$ cat config.mk
export PLATFORM = sky130hd
export DESIGN_NAME = seg7_scan_ctrl
export DESIGN_NICKNAME = d
export VERILOG_FILES = /design/src/rtl/seg7_scan_ctrl.sv
export SDC_FILE = /design/constraint.sdc
export NUM_CORES = 1
export LEC_CHECK = 0
export ABC_AREA = 1
export CORE_ASPECT_RATIO = 0.5
export CORE_UTILIZATION = 30
export CTS_CLUSTER_DIAMETER = 40
export CTS_CLUSTER_SIZE = 25
export DETAILED_ROUTE_END_ITERATION = 8
export DONT_BUFFER_PORTS = 1
export PLACE_DENSITY = 0.46
export SLEW_MARGIN = 20
export SYNTH_ARGS = -nofsm -noshare
export SYNTH_HDL_FRONTEND = slang
export SYNTH_SLANG_ARGS = --single-unit
$ cat constraint.sdc
create_clock -name clkin -period 4.2 [get_ports clkin]
set_input_delay 1.05 -clock clkin [delete_from_list [all_inputs] [get_ports clkin]]
set_output_delay 1.05 -clock clkin [all_outputs]
set_load 0.02 [all_outputs]
$ cat src/rtl/seg7_scan_ctrl.sv
// Multiplexed seven-segment scanner: shows one digit at a time from a per-frame
// snapshot of the display word, with optional blanking gaps and a frame strobe.
module seg7_scan_ctrl #(
   parameter int DIGITS          = 8,
   parameter int CLK_DIV         = 50000,
   parameter int BLANK_CYC       = 0,
   parameter int SCAN_ACTIVE_LOW = 1,
   parameter int SEG_ACTIVE_LOW  = 0
) (
   input  logic                clkin,
   input  logic                reset,
   input  logic [4*DIGITS-1:0] datain,
   input  logic [DIGITS-1:0]   dp_in,
   input  logic [DIGITS-1:0]   digit_en,
   input  logic                lz_blank,
   output logic [DIGITS-1:0]   scan,
   output logic [7:0]          seg7,
   output logic                frame_done
);
   localparam int CNT_MAX    = (CLK_DIV > BLANK_CYC) ? ((CLK_DIV > 2) ? CLK_DIV : 2)
                                                     : ((BLANK_CYC > 2) ? BLANK_CYC : 2);
   localparam int CW         = $clog2(CNT_MAX);
   localparam int IW         = $clog2((DIGITS > 2) ? DIGITS : 2);
   localparam int SHOW_LAST  = CLK_DIV - 1;
   localparam int BLANK_LAST = (BLANK_CYC > 0) ? BLANK_CYC - 1 : 0;
   localparam logic SCAN_INV = (SCAN_ACTIVE_LOW != 0);
   localparam logic SEG_INV  = (SEG_ACTIVE_LOW != 0);

   typedef enum logic {ST_BLANK = 1'b0, ST_SHOW = 1'b1} state_t;
   localparam state_t START_ST = (BLANK_CYC == 0) ? ST_SHOW : ST_BLANK;

   state_t              state_q, state_d;
   logic [CW-1:0]       cnt_q, cnt_d;
   logic [IW-1:0]       idx_q, idx_d;
   logic                frame_end_s;
   logic                start_s;
   logic [4*DIGITS-1:0] dat_q, dat_s, tail_s;
   logic [DIGITS-1:0]   dp_q, dp_s, en_q, en_s;
   logic                lz_q, lz_s;
   logic                dp_bit_s, en_bit_s, lz_hide_s;
   logic [3:0]          nib_s;
   logic [DIGITS-1:0]   scan_act_s, scan_d, scan_q;
   logic [7:0]          seg_act_s, seg_d, seg_q;
   logic                fd_q;

   function automatic logic [6:0] hex_to_seg(input logic [3:0] nib);
      case (nib)
         4'h0: hex_to_seg = 7'h3F;
         4'h1: hex_to_seg = 7'h06;
         4'h2: hex_to_seg = 7'h5B;
         4'h3: hex_to_seg = 7'h4F;
         4'h4: hex_to_seg = 7'h66;
         4'h5: hex_to_seg = 7'h6D;
         4'h6: hex_to_seg = 7'h7D;
         4'h7: hex_to_seg = 7'h07;
         4'h8: hex_to_seg = 7'h7F;
         4'h9: hex_to_seg = 7'h6F;
         4'hA: hex_to_seg = 7'h77;
         4'hB: hex_to_seg = 7'h7C;
         4'hC: hex_to_seg = 7'h39;
         4'hD: hex_to_seg = 7'h5E;
         4'hE: hex_to_seg = 7'h79;
         4'hF: hex_to_seg = 7'h71;
         default: hex_to_seg = 7'h00;
      endcase
   endfunction

   // Slot sequencer: BLANK/SHOW timing, digit index and end-of-frame detect.
   always_comb begin
      state_d     = state_q;
      cnt_d       = cnt_q + CW'(1);
      idx_d       = idx_q;
      frame_end_s = 1'b0;
      case (state_q)
         ST_BLANK: begin
            if (cnt_q == CW'(BLANK_LAST)) begin
               state_d = ST_SHOW;
               cnt_d   = '0;
            end else begin
               state_d = ST_BLANK;
            end
         end
         ST_SHOW: begin
            if (cnt_q == CW'(SHOW_LAST)) begin
               cnt_d   = '0;
               state_d = START_ST;
               if (idx_q == IW'(DIGITS - 1)) begin
                  idx_d       = '0;
                  frame_end_s = 1'b1;
               end else begin
                  idx_d = idx_q + IW'(1);
               end
            end else begin
               state_d = ST_SHOW;
            end
         end
         default: begin
            state_d = START_ST;
            cnt_d   = '0;
            idx_d   = '0;
         end
      endcase
   end

   // The snapshot is taken as digit 0 begins and is used from that very cycle.
   always_comb begin
      start_s = (state_q == START_ST) && (idx_q == '0) && (cnt_q == '0);
      if (start_s) begin
         dat_s = datain;
         dp_s  = dp_in;
         en_s  = digit_en;
         lz_s  = lz_blank;
      end else begin
         dat_s = dat_q;
         dp_s  = dp_q;
         en_s  = en_q;
         lz_s  = lz_q;
      end
   end

   // Output decode; tail_s holds nibbles idx..DIGITS-1 for zero suppression.
   always_comb begin
      tail_s     = dat_s >> {idx_q, 2'b00};
      nib_s      = tail_s[3:0];
      dp_bit_s   = 1'(dp_s >> idx_q);
      en_bit_s   = 1'(en_s >> idx_q);
      lz_hide_s  = lz_s && (idx_q != '0) && (tail_s == '0);
      scan_act_s = '0;
      seg_act_s  = 8'h00;
      if ((state_q == ST_SHOW) && en_bit_s) begin
         scan_act_s = DIGITS'(1'b1) << idx_q;
         seg_act_s  = {dp_bit_s, lz_hide_s ? 7'h00 : hex_to_seg(nib_s)};
      end else begin
         scan_act_s = '0;
         seg_act_s  = 8'h00;
      end
      scan_d = scan_act_s ^ {DIGITS{SCAN_INV}};
      seg_d  = seg_act_s ^ {8{SEG_INV}};
   end

   // Sequencer state registers.
   always_ff @(posedge clkin or negedge reset) begin
      if (!reset) begin
         state_q <= START_ST;
         cnt_q   <= '0;
         idx_q   <= '0;
      end else begin
         state_q <= state_d;
         cnt_q   <= cnt_d;
         idx_q   <= idx_d;
      end
   end

   // Frame snapshot registers.
   always_ff @(posedge clkin or negedge reset) begin
      if (!reset) begin
         dat_q <= '0;
         dp_q  <= '0;
         en_q  <= '0;
         lz_q  <= 1'b0;
      end else begin
         dat_q <= dat_s;
         dp_q  <= dp_s;
         en_q  <= en_s;
         lz_q  <= lz_s;
      end
   end

   // Registered pin drivers; reset leaves everything dark.
   always_ff @(posedge clkin or negedge reset) begin
      if (!reset) begin
         scan_q <= {DIGITS{SCAN_INV}};
         seg_q  <= {8{SEG_INV}};
         fd_q   <= 1'b0;
      end else begin
         scan_q <= scan_d;
         seg_q  <= seg_d;
         fd_q   <= frame_end_s;
      end
   end

   assign scan       = scan_q;
   assign seg7       = seg_q;
   assign frame_done = fd_q;
endmodule

Word-level counts from Yosys, hierarchy flattened
Memory sizes are Yosys's and may differ from the RTL's.
Cells that the tools add are included.

word-level totals
  output and inout bits = 17
  register bits = 86
  ROM bits = 112
  memories kept = 1
  word-level logic and storage cells = 47

cells by class
  reductions and logical operators = 10
  equality and inequality tests = 2
  shift operators = 4
  $add $sub $neg = 2
  multiplexer cells = 16
  bitwise operators = 2

memories
  memory            depth  width  read ports  clocked after Yosys merged registers in  write ports  line  source
  (name not given)  16     7      1           0                                        0            47    case (nib)

operators by type and width
  cell                     number
  $logic_not A32 Y1        1
  $mux W16                 2
  $mux W32                 1
  $mux W8                  4
  $pmux W16 S2             1
  $shr A32 B5 Y32          1
  $add A16 B1 Y16 const B  1
  $eq A16 B16 Y1 const B   1
  $logic_not A16 Y1        1
  $shr A8 B3 Y1            2
  $not A8 Y8               1
  $shl A1 B3 Y8 const A    1
  $mux W7                  1
  $logic_and A1 B1 Y1      5
  $mux W1                  5
  $add A3 B1 Y3 const B    1
  $eq A3 B3 Y1 const B     1
  $logic_not A3 Y1         1
  $mux W3                  1
  $reduce_bool A3 Y1       1
  $pmux W1 S2              1
  $reduce_and A2 Y1        1
  $not A1 Y1               1

Depth between registers and ports, before layout
Gate-level depths: netlist (run 1).

  depth after elaboration = 9
  gate-level depth with buffers = 23

Worst setup path before layout (run 1)
Ideal clock, no wire load.

  path type = flip-flop to flip-flop
  start = register idx_q[0]
  end = register seg_q[0], in the netlist seg7[0]
  path buffers = 3
  period minus slack after synthesis = 3284 ps
  stages on the path, launching flop included = 23
  path slack = 916 ps
  data arrival time = 3171 ps
  required time = 4087 ps
  cells stage by stage = dfrtp_1 > clkbuf_1 > clkinv_1 > clkbuf_1 > ha_1 > nand2_2 > nor2_8 > nand3_1 > clkbuf_1 > nand2_1 > nand2_1 > nand2_1 > nand3_1 > nand3_1 > nand2_1 > ha_1 > nand3_1 > a21oi_1 > nand2_1 > nor2_1 > nand3_2 > nand2_1 > inv_1

between the ends
  longest elaborated chain between the ends = 9
  elaborated cells between the ends (all ways) = 16
  those cells by class = 2 x shift; 5 x mux; 8 x reduce/logical; 1 x memory

ends and longest elaborated chain
  element                                                 line  source
  start: declaration                                      34    logic [IW-1:0] idx_q, idx_d;
  start signal: assignment                                150   idx_q <= idx_d;
  branches (longest 8 deep; another with $mem_v2 Z16 W7)  -
  $mux W8 *                                               130   if ((state_q == ST_SHOW) && en_bit_s) begin
  net seg_act_s[0]                                        43    logic [7:0] seg_act_s, seg_d, seg_q;
  end signal: assignment                                  173   seg_q <= {8{SEG_INV}};
  end signal: assignment                                  177   seg_q <= seg_d;
  end: declaration                                        43

Mark *: on every way through the listed nets, which the timed path passes.
A chain may end at the register's enable or synchronous reset.

Final worst setup path (run 1)
  start = register cnt_q[0]
  end = register seg_q[1], in the netlist seg7[1]

between the ends
  longest elaborated chain between the ends = 8
  elaborated cells between the ends (all ways) = 14
  those cells by class = 2 x shift; 5 x mux; 6 x reduce/logical; 1 x memory

ends and longest elaborated chain
  element                                                 line  source
  start: declaration                                      33    logic [CW-1:0] cnt_q, cnt_d;
  start signal: assignment                                149   cnt_q <= cnt_d;
  $logic_not A16 Y1 *                                     107   start_s = (state_q == START_ST) && (idx_q == '0) && (cnt_q == '0);
  $logic_and A1 B1 Y1 *                                   107
  branches (longest 5 deep; another with $mem_v2 Z16 W7)  -
  $mux W8 *                                               130
  net seg_act_s[1]                                        43

Marked as above.

==> metrics.csv, run 1 <==
metric,value,unit
status,"finished, final reports clean",
routed vias,4524,
WP data arrival,3.78,ns
Post-Syn Area,5240,um^2
clock skew,0.00934,ns
worst rel slew slack,54.7,%
die extent in y,95.5,um
"Critical Path, Cell by Cell",inv_1 -> ha_1 -> inv_1 -> nor2_1 -> nand2_2 -> nor2_4 -> nand3_4 -> nand2_1 -> nand3_1 -> nand3_1 -> nand3_1 -> nand2_1 -> ha_1 -> nand3_1 -> a21oi_1 -> nand2_1 -> nor2_1 -> nand3_2 -> nand2_1 -> inv_1,
synth unique cells,34,
final setup TNS,0,ns
clock slew at reported path FFs,0.06,ns
Worst path max stage delay,0.51,ns
Hold WC Path Type,in -> async,
PortBufs,0,
Tmin final,3.54,ns
Most used DFF post-synth,dfrtp_1,
crit start category,flop,
drt wl/cell,15.0,um
Starting Density,31.3,%
WP data required,4.44,ns
H-tree depth,3,
"Hold Vio Cnt, Final",0,
"Slew Viols, Final",0,
CTS Root Cell,clkbuf_16,
detailed-placement wirelength estimate,10600,um
pin count of the biggest net entering global routing,87,
Boundary Pins,68,
nets@finish,805,
mean post-synth cell area,6.98,um^2
CP endpoint kind,flop,
Iteration-0 DRC Markers,213,
RSZ-0062 raised after global routing,no,
CTS tree,done,
fin util,34.0,%
pwr/cell area,302,nW/um^2
post-route cell area,5680,um^2
Post-synth EDFFs,0,
sequential share of the synthesized area,41.3,%
Max rail drop VDD,0.193,mV
Worst-Margin Slew,0.677,ns
Resized Gates After CTS,0,
"delay-heaviest family, CP",simple AND/OR/NAND/NOR gates,
Post-Place Cell Area,5420,um^2
gpl congestion,0.846,
Area contributors post-synth,"dfrtp_1 (37%), nand2_1 (19%), nand3_1 (10%)",
setup bufs post-CTS,0,
final wirelength,14600,um
clock sink count,86,
core area,16700,um^2
worst hold margin,0.402,ns
vias in the first global route,4465,
slowest CP cell,nand3_4,
fillcell total,1871,
remaining global-route overflow,0,
synthesis warning total,0,
final setup fails,0,
fin crit share,84.3,%
Num CTS Buffers,9,
routed vias/inst,4.65,
Mapped Cells,751,
Seq cells post-synth,86,
first-pass GRT wire length,24100,um
n_diodes,0,
gr usage total,17.5,%
CP max FO,41,
share of cells above drive strength 1,6.58,%
CP Class,reg -> reg,
Syn-to-layout area delta,8.43,%
Synth async-reset ratio,100,%
hold_buf cts,0,
DR pass1 iterations,4,
top-area cell type share of the netlist area,36.8,%
CP bufs+invs,3,
Leak Pwr,3.09,nW
Clock Tree Buf Depth,2,
Max Fclk,282,MHz
"Clk Latency, worst-skew pair",0.35,ns
num rows,33,
# DRC,0,
Die Area,18000,um^2
max cap viols,0,
initial antenna violation count,0,
post-route ant nets,0,
Post-Syn Nets,816,
dominant cell type by area after synthesis,dfrtp_1,
die width,189,um
[stage by stage]
stage               power, mW  instances  worst slack [ns]
floorplan               0.977        751             0.916
global placement         1.00        956             0.621
detailed placement       1.00        956             0.649
CTS                      1.75        972             0.638
global route             1.81        972             0.192
finish                   1.72        972             0.659
[power breakdown]
group / total (mW) / switching (mW) / leakage [nW] / internal [mW]
Clock: 0.727 / 0.331 / 0.129 / 0.397
Sequential: 0.876 / 0.0174 / 1.04 / 0.859
Combinational: 0.112 / 0.0738 / 1.92 / 0.0378
[synth_stat cells (5+ instances only)]
cell type and n:
nand2_1 261, inv_1 107, nand3_1 105, dfrtp_1 77, nor2_1 39, nand4_1 37
o21ai_0 16, a21oi_1 15, ha_1 14, clkbuf_1 10, dfstp_2 9, buf_2 7
buf_4 7, nor3_1 6, buf_1 5, nand2_2 5
[cell type report]
type,count,area (um^2),share of cell area (%)
Inverter,111,419,7.38
Timing Repair Buffer,10,75.1,1.32
Sequential cell,86,2160,38.1
Tap cell,227,284,5.00
Multi-Input combinational cell,522,2480,43.7
Clock buffer,11,233,4.10
Clock inverter,5,27.5,0.484
[flip-flops by register name, indices dropped and copies added (netlist names)]
| name | flops |
|---|---|
| dat_q | 32 |
| cnt_q | 16 |
| dp_q | 8 |
| en_q | 8 |
| scan | 8 |
| seg7 | 8 |
| idx_q | 3 |
| frame_done | 1 |
| lz_q | 1 |
| state_q | 1 |
[cell usage in the layout, fill, tap and decap left out, types with 3 or more instances in the layout]
master and count:
buf_4 10, nor2_2 4, nand3_1 105, o211ai_1 4, ha_1 14, a21oi_1 15
nand2_1 261, nor3_1 6, o21ai_0 16, dfrtp_1 77, clkbuf_16 9, xor2_1 3
dfstp_2 9, clkinv_2 4, nor2_1 39, nand4_1 37, inv_1 107, nand2_2 5
[kinds of logic (layout without fill, tap and decap cells)]
| kind of cell | count (synthesis) | count (layout) | synth area share (%) |
|---|---|---|---|
| XOR/XNOR | 3 | 3 | 0.501 |
| AO/OA/AOI/OAI | 38 | 38 | 3.96 |
| buffers and inverters | 143 | 137 | 11.4 |
| flip-flops | 86 | 86 | 41.3 |
| adder cells (fa/ha/maj) | 14 | 14 | 3.34 |
| AND/OR/NAND/NOR | 467 | 467 | 39.5 |
[per-layer routing]
metal / track usage [%] / wire length (um) / vias up
li1: - / - / 2350
met1: 25.2 / 7980 / 2091
met2: 26.2 / 5930 / 66
met3: 3.72 / 491 / 17
met4: 5.11 / 201 / 0
met5: 0 / 0 / -
[worst paths after layout]
| kind | from | to | slack [ns] | cells past startpoint |
|---|---|---|---|---|
| max in group asynchronous | reset | state_q | 3.56 | 0 |
| hold reg to reg | dat_q[1] | dat_q[1] | 0.47 | 2 |
| setup reg to reg | cnt_q[0] | seg7[1] | 0.66 | 20 |
| hold / removal | reset | cnt_q[11] | 0.40 | 0 |
| min in group clkin | dat_q[1] | dat_q[1] | 0.47 | 2 |
| setup / recovery | cnt_q[0] | seg7[1] | 0.66 | 20 |
No activity file was read; power rests on OpenSTA's default activity.
==> run 2: changes to the inputs <==
Settings changed: PLACE_DENSITY 0.46 to 0.47.
Clock period 4.2 ns to 3.1 ns, I/O delays scaled along.
==> run 2 against run 1 <==
  * Final area is 5.7% higher
  * Non-clock buffer count is 23 higher
  * Power grew 43%
  * Combinational power grew 43%
  * Clock power rose by 53%
  * Worst hold slack worse by 0.27 ns
==> metrics.csv, run 2 (synthesis gave the netlist of run 1 again) <==
metric,value,unit,change
Max Fclk,357,MHz,+26%
share of cells above drive strength 1,10.8,%,+4.2 points
routed vias,4753,,+5.1%
pwr/cell area,409,nW/um^2,+35%
registers with the most flip-flops,"dat_q x32, cnt_q x16",,
Multi-input gate area,2530,um^2,+2.0%
CP endpoint kind,flop,,
remaining global-route overflow,0,,unchanged
max reg flops,32,,unchanged
Reg area,2160,um^2,unchanged
n_diodes,0,,unchanged
Boundary Pins,68,,unchanged
nets@finish,828,,+2.9%
WL met2,6390,um,+7.8%
WP data arrival,3.08,ns,-0.70 ns
Hold WC Path Type,in -> async,,
Tmin final,2.80,ns,-0.738 ns
Num CTS Buffers,9,,unchanged
CP max FO,8,,-80%
"leading cell type in the layout, fill and taps excluded",nand2_1,,
fillcell total,1825,,-2.5%
# DRC,0,,unchanged
Iteration-0 DRC Markers,325,,+53%
initial antenna violation count,0,,unchanged
num rows,33,,unchanged
first-pass GRT wire length,24000,um,-0.20%
drt wl/cell,15.0,um,+0.17%
die extent in y,95.5,um,unchanged
detailed-placement wirelength estimate,10700,um,+1.0%
post-route ant nets,0,,unchanged
status,"finished, final reports clean",,
fin crit share,90.4,%,+6.1 points
crit start category,flop,,
PortBufs,0,,unchanged
pin count of the biggest net entering global routing,87,,unchanged
clock skew,0.00887,ns,-0.000464 ns
RSZ-0062 raised after global routing,no,,
uppermost layer routed,met4,,
final setup TNS,0,ns,unchanged
Starting Density,31.3,%,unchanged
most frequent cells in the layout,"nand2_1 (261), inv_1 (106), nand3_1 (100)",,
worst hold margin,0.132,ns,-0.270 ns
Leak Pwr,3.24,nW,+4.9%
gr usage total,17.3,%,-0.23 points
"Slew Viols, Final",0,,unchanged
DR pass1 iterations,5,,+1
core area,16700,um^2,unchanged
WP data required,3.38,ns,-1.06 ns
Die Area,18000,um^2,unchanged
Reg with most FFs,dat_q,,
CTS tree,done,,
die width,189,um,unchanged
max cap viols,0,,unchanged
vias in the first global route,4485,,+0.45%
routed vias/inst,4.78,,+2.6%
worst rel slew slack,68.5,%,+14 points
"Clk Latency, worst-skew pair",0.34,ns,about the same
gpl congestion,0.878,,+3.8%
Syn-to-layout area delta,14.7,%,
Worst-Margin Slew,0.472,ns,-0.205 ns
Clock Tree Buf Depth,2,,unchanged
CP Class,reg -> reg,,
Max rail drop VDD,0.275,mV,+42%
CTS Root Cell,clkbuf_16,,
"Hold Vio Cnt, Final",0,,unchanged
Metal-1 WL,7770,um,-2.6%
final wirelength,15000,um,+2.5%
final setup fails,0,,unchanged
met3 WL,690,um,+41%
reg2reg path depth,22,,+10%
hold_buf cts,0,,unchanged
clock sink count,86,,unchanged
clock slew at reported path FFs,0.06,ns,about the same
H-tree depth,3,,unchanged
==> run 2: layer usage <==
metal  track usage (%)  up-vias
met5                 0        -
met4              4.30        0
met3              3.83       10
met2              26.7      111
met1              24.4     2226
li1                  -     2406
==> run 2: report_power, final <==
group	switching (mW)	internal, mW
Combinational	0.105	0.0551
Sequential	0.0227	1.16
Clock	0.443	0.668
==> run 2: stage by stage <==
step           std cells  area (um^2)  utilization, %  total power, mW  worst slack [ns]
6_report             995         6010            35.9             2.46             0.297
3_5_place_dp         968         5540            33.1             1.36             0.168
3_3_place_gp         968         5540            33.1             1.36             0.185
4_1_cts              984         5840            34.9             2.49             0.143
2_1_floorplan        751         5250               -             1.32            0.0896
5_1_grt              995         6010            35.9             2.57           0.00908
==> run 2: what timing repair did <==
action	4_1_cts	5_1_grt
setup endpoints to repair	0	7
hold endpoints to repair	0	0
setup buffers	0	9
resized for setup	0	20
==> run 2: worst max-delay path, cell delays in order, from the launching register on <==
cell	delay, ns
dfrtp_1	0.37
inv_1	0.07
ha_1	0.14
inv_1	0.03
nor2_1	0.10
nand2_2	0.10
nor2_4	0.10
buf_4	0.13
nand3_2	0.10
buf_6	0.16
nand2_1	0.05
nand2_1	0.09
nand2_1	0.09
nand3_1	0.10
nand3_1	0.11
nand2_1	0.09
buf_4	0.16
ha_1	0.25
nand3_2	0.13
nand3_1	0.09
a21oi_1	0.14
nand2_1	0.07
inv_1	0.05
==> run 2: layout make-up <==
type,instances,share of cell area [%]
flip-flops and latches,86,36.0
well taps,227,4.73
clock buffers,13,4.33
repair buffers,33,5.14
multi-input cells,522,42.1
clock inverters,3,0.708
inverters,111,6.97
==> run 2: worst paths after layout <==
path | from | endpoint | slack (ns)
min in group clkin | dat_q[0] | dat_q[0] | 0.47
hold reg to reg | dat_q[0] | dat_q[0] | 0.47
setup reg to reg | cnt_q[0] | seg7[0] | 0.30
setup / recovery | cnt_q[0] | seg7[0] | 0.30
hold / removal | reset | cnt_q[1] | 0.13
max in group asynchronous | reset | scan[0] | 2.73
==> run 3: changes to the inputs <==
Settings changed: CORE_UTILIZATION 30 to 55, PLACE_DENSITY 0.47 to 0.75.
==> run 3 against run 2 <==
  * Sequential share of layout area up 1.1 points
  * Maximum frequency is 1.7% lower
  * Worst hold slack worse by 0.0086 ns
  * Clock power increased by 4%
  * Power up 1.4%
  * Final area down 2.9%
  * First-iteration DRC count up 64%
  * Utilization grew 29 points
  * Routed wire length decreased by 11%
  * Clock skew fell by 0.0039 ns
  * Critical path depth is 2 lower
  * Count of clock-buffer cells in the layout decreased by 3
  * Critical path type unchanged
==> metrics.csv, run 3 (synthesis gave the netlist of run 1 again) <==
metric,value,unit,change
Sw Share,22.8,%,-0.39 points
dpl cells,854,,-12%
die width,140,um,-26%
Max rail drop VDD,0.252,mV,-8.3%
Syn-to-layout area delta,11.3,%,
gr usage total,26.9,%,+9.6 points
hold_buf cts,0,,unchanged
max cap viols,0,,unchanged
sequential power share,47.7,%,-0.6 points
pwr/cell area,427,nW/um^2,+4.4%
WP data required,3.34,ns,-0.04 ns
combinational share of power,6.4,%,about the same
final wirelength,13400,um,-11%
n_diodes,0,,unchanged
Worst-Margin Slew,0.428,ns,-0.0440 ns
WP data arrival,3.09,ns,about the same
nets@finish,826,,-0.24%
gpl congestion,0.899,,+2.4%
Leak Pwr,3.22,nW,-0.68%
# DRC,0,,unchanged
Reg with most FFs,dat_q,,
status,"finished, final reports clean",,
first-pass GRT wire length,20500,um,-15%
Int Power,1.92,mW,+1.9%
"Cell Count, Final, Fillers Out",883,,-11%
most frequent cells in the layout,"nand2_1 (261), inv_1 (106), nand3_1 (103)",,
clock skew,0.00496,ns,-0.00392 ns
num rows,24,,-27%
Worst R2R Setup Slack,0.25,ns,-0.05 ns
CP max FO,10,,+2
Tmin final,2.85,ns,+0.0499 ns
max reg flops,32,,unchanged
Starting Density,58.4,%,+27 points
initial antenna violation count,0,,unchanged
detailed-placement wirelength estimate,9090,um,-15%
final setup TNS,0,ns,unchanged
die extent in y,71.0,um,-26%
drt wl/cell,15.1,um,+0.51%
routed vias,4797,,+0.93%
registers with the most flip-flops,"dat_q x32, cnt_q x16",,
post-route ant nets,0,,unchanged
RR Endpoint,seg7[2],,
Iteration-0 DRC Markers,534,,+64%
remaining global-route overflow,0,,unchanged
clock slew at reported path FFs,0.06,ns,about the same
Hold WC Path Type,in -> async,,
final setup fails,0,,unchanged
"leading cell type in the layout, fill and taps excluded",nand2_1,,
"Clk Latency, worst-skew pair",0.34,ns,about the same
worst rel slew slack,71.4,%,+2.9 points
CTS Root Cell,clkbuf_16,,
pin count of the biggest net entering global routing,87,,unchanged
"Slew Viols, Final",0,,unchanged
Die Area,9950,um^2,-45%
Max Fclk,351,MHz,-1.7%
Clock Tree Buf Depth,2,,unchanged
PortBufs,0,,unchanged
pre-CTS WS,0.168,ns,+0.000893 ns
core area,8980,um^2,-46%
final setup margin,0.247,ns,-0.0499 ns
share of cells above drive strength 1,10.3,%,-0.49 points
vias in the first global route,4143,,-7.6%
clock sink count,86,,unchanged
DR pass1 iterations,8,,+3
fin crit share,92.0,%,+1.6 points
crit start category,flop,,
routed vias/inst,5.43,,+14%
Psw,568,uW,-0.30%
"Hold Vio Cnt, Final",0,,unchanged
reg2reg path depth,20,,-9.1%
CP Class,reg -> reg,,
H-tree depth,3,,unchanged
Clk pwr share,46.0,%,+0.8 points
FF-to-FF Start,cnt_q[0],,
CTS tree,done,,
worst hold margin,0.123,ns,-0.00860 ns
CP endpoint kind,flop,,
Boundary Pins,68,,unchanged
Num CTS Buffers,9,,unchanged
run 3: cell count changes in the layout (fill, tap and decap cells not counted), sizes merged:
| cell | previous run | this run |
|---|---|---|
| buf | 32 | 29 |
| clkbuf | 14 | 11 |
| clkinv | 3 | 5 |
| bufinv | 1 | 2 |
| nand3 | 107 | 108 |
run 3: per-stage QoR:
step | area (um^2) | power, mW | utilization, %
after floorplan | 5250 | 1.32 | -
after global placement | 5350 | 1.36 | 59.5
after detailed placement | 5350 | 1.36 | 59.5
after CTS | 5660 | 2.50 | 63.0
after global routing | 5840 | 2.58 | 65.0
final | 5840 | 2.49 | 65.0
run 3: cell type report:
class                      count  area (um^2)
fill                         769         3140
multi-input combinational    523         2530
sequential                    86         2160
inverter                     111          419
timing repair buffer          30          258
clock buffer                  10          229
tap                          117          146
clock inverter                 6         86.3
run 3: routing by layer:
metal  wire length, um  global-route usage (%)
met5                 0                       0
met4               172                    6.96
met3              1430                    7.38
met2              5600                    39.3
met1              6150                    39.4
run 3: worst max-delay path, stage by stage (launching register included):
cell and delay (ns):
dfrtp_1 0.39, inv_1 0.08, ha_1 0.14, inv_1 0.04, nor2_1 0.10, nand2_2 0.10, nor2_4 0.19, buf_4 0.16
nand3_2 0.27, nand2_1 0.20, nand2_1 0.12, nand2_1 0.10, nand3_1 0.13, nand3_1 0.15, nand2_1 0.16, nor2_1 0.14
nand2_1 0.06, o21ai_0 0.08, nor2_1 0.06, nand2_1 0.06, inv_1 0.03
run 3: worst max-delay path by stage:
stage / start / end / slack (ns)
floorplan: idx_q[1] / seg7[0] / 0.09
global placement: cnt_q[0] / seg7[3] / 0.24
detailed placement: idx_q[1] / seg7[3] / 0.17
CTS: idx_q[1] / seg7[3] / 0.14
global route: cnt_q[0] / seg7[3] / -0.01
finish: cnt_q[0] / seg7[2] / 0.25
run 3: power by group through the flow:
stage               Sequential, mW  Clock (mW)  Combinational [mW]
detailed placement            1.21           0               0.153
floorplan                     1.20           0               0.120
CTS                           1.19        1.16               0.155
finish                        1.19        1.15               0.158
global route                  1.19        1.21               0.183
global placement              1.21           0               0.152
run 3: repair_timing:
item                       in CTS  in global routing
setup buffers                   0                 11
setup endpoints to repair       0                  7
resized for setup               0                 22
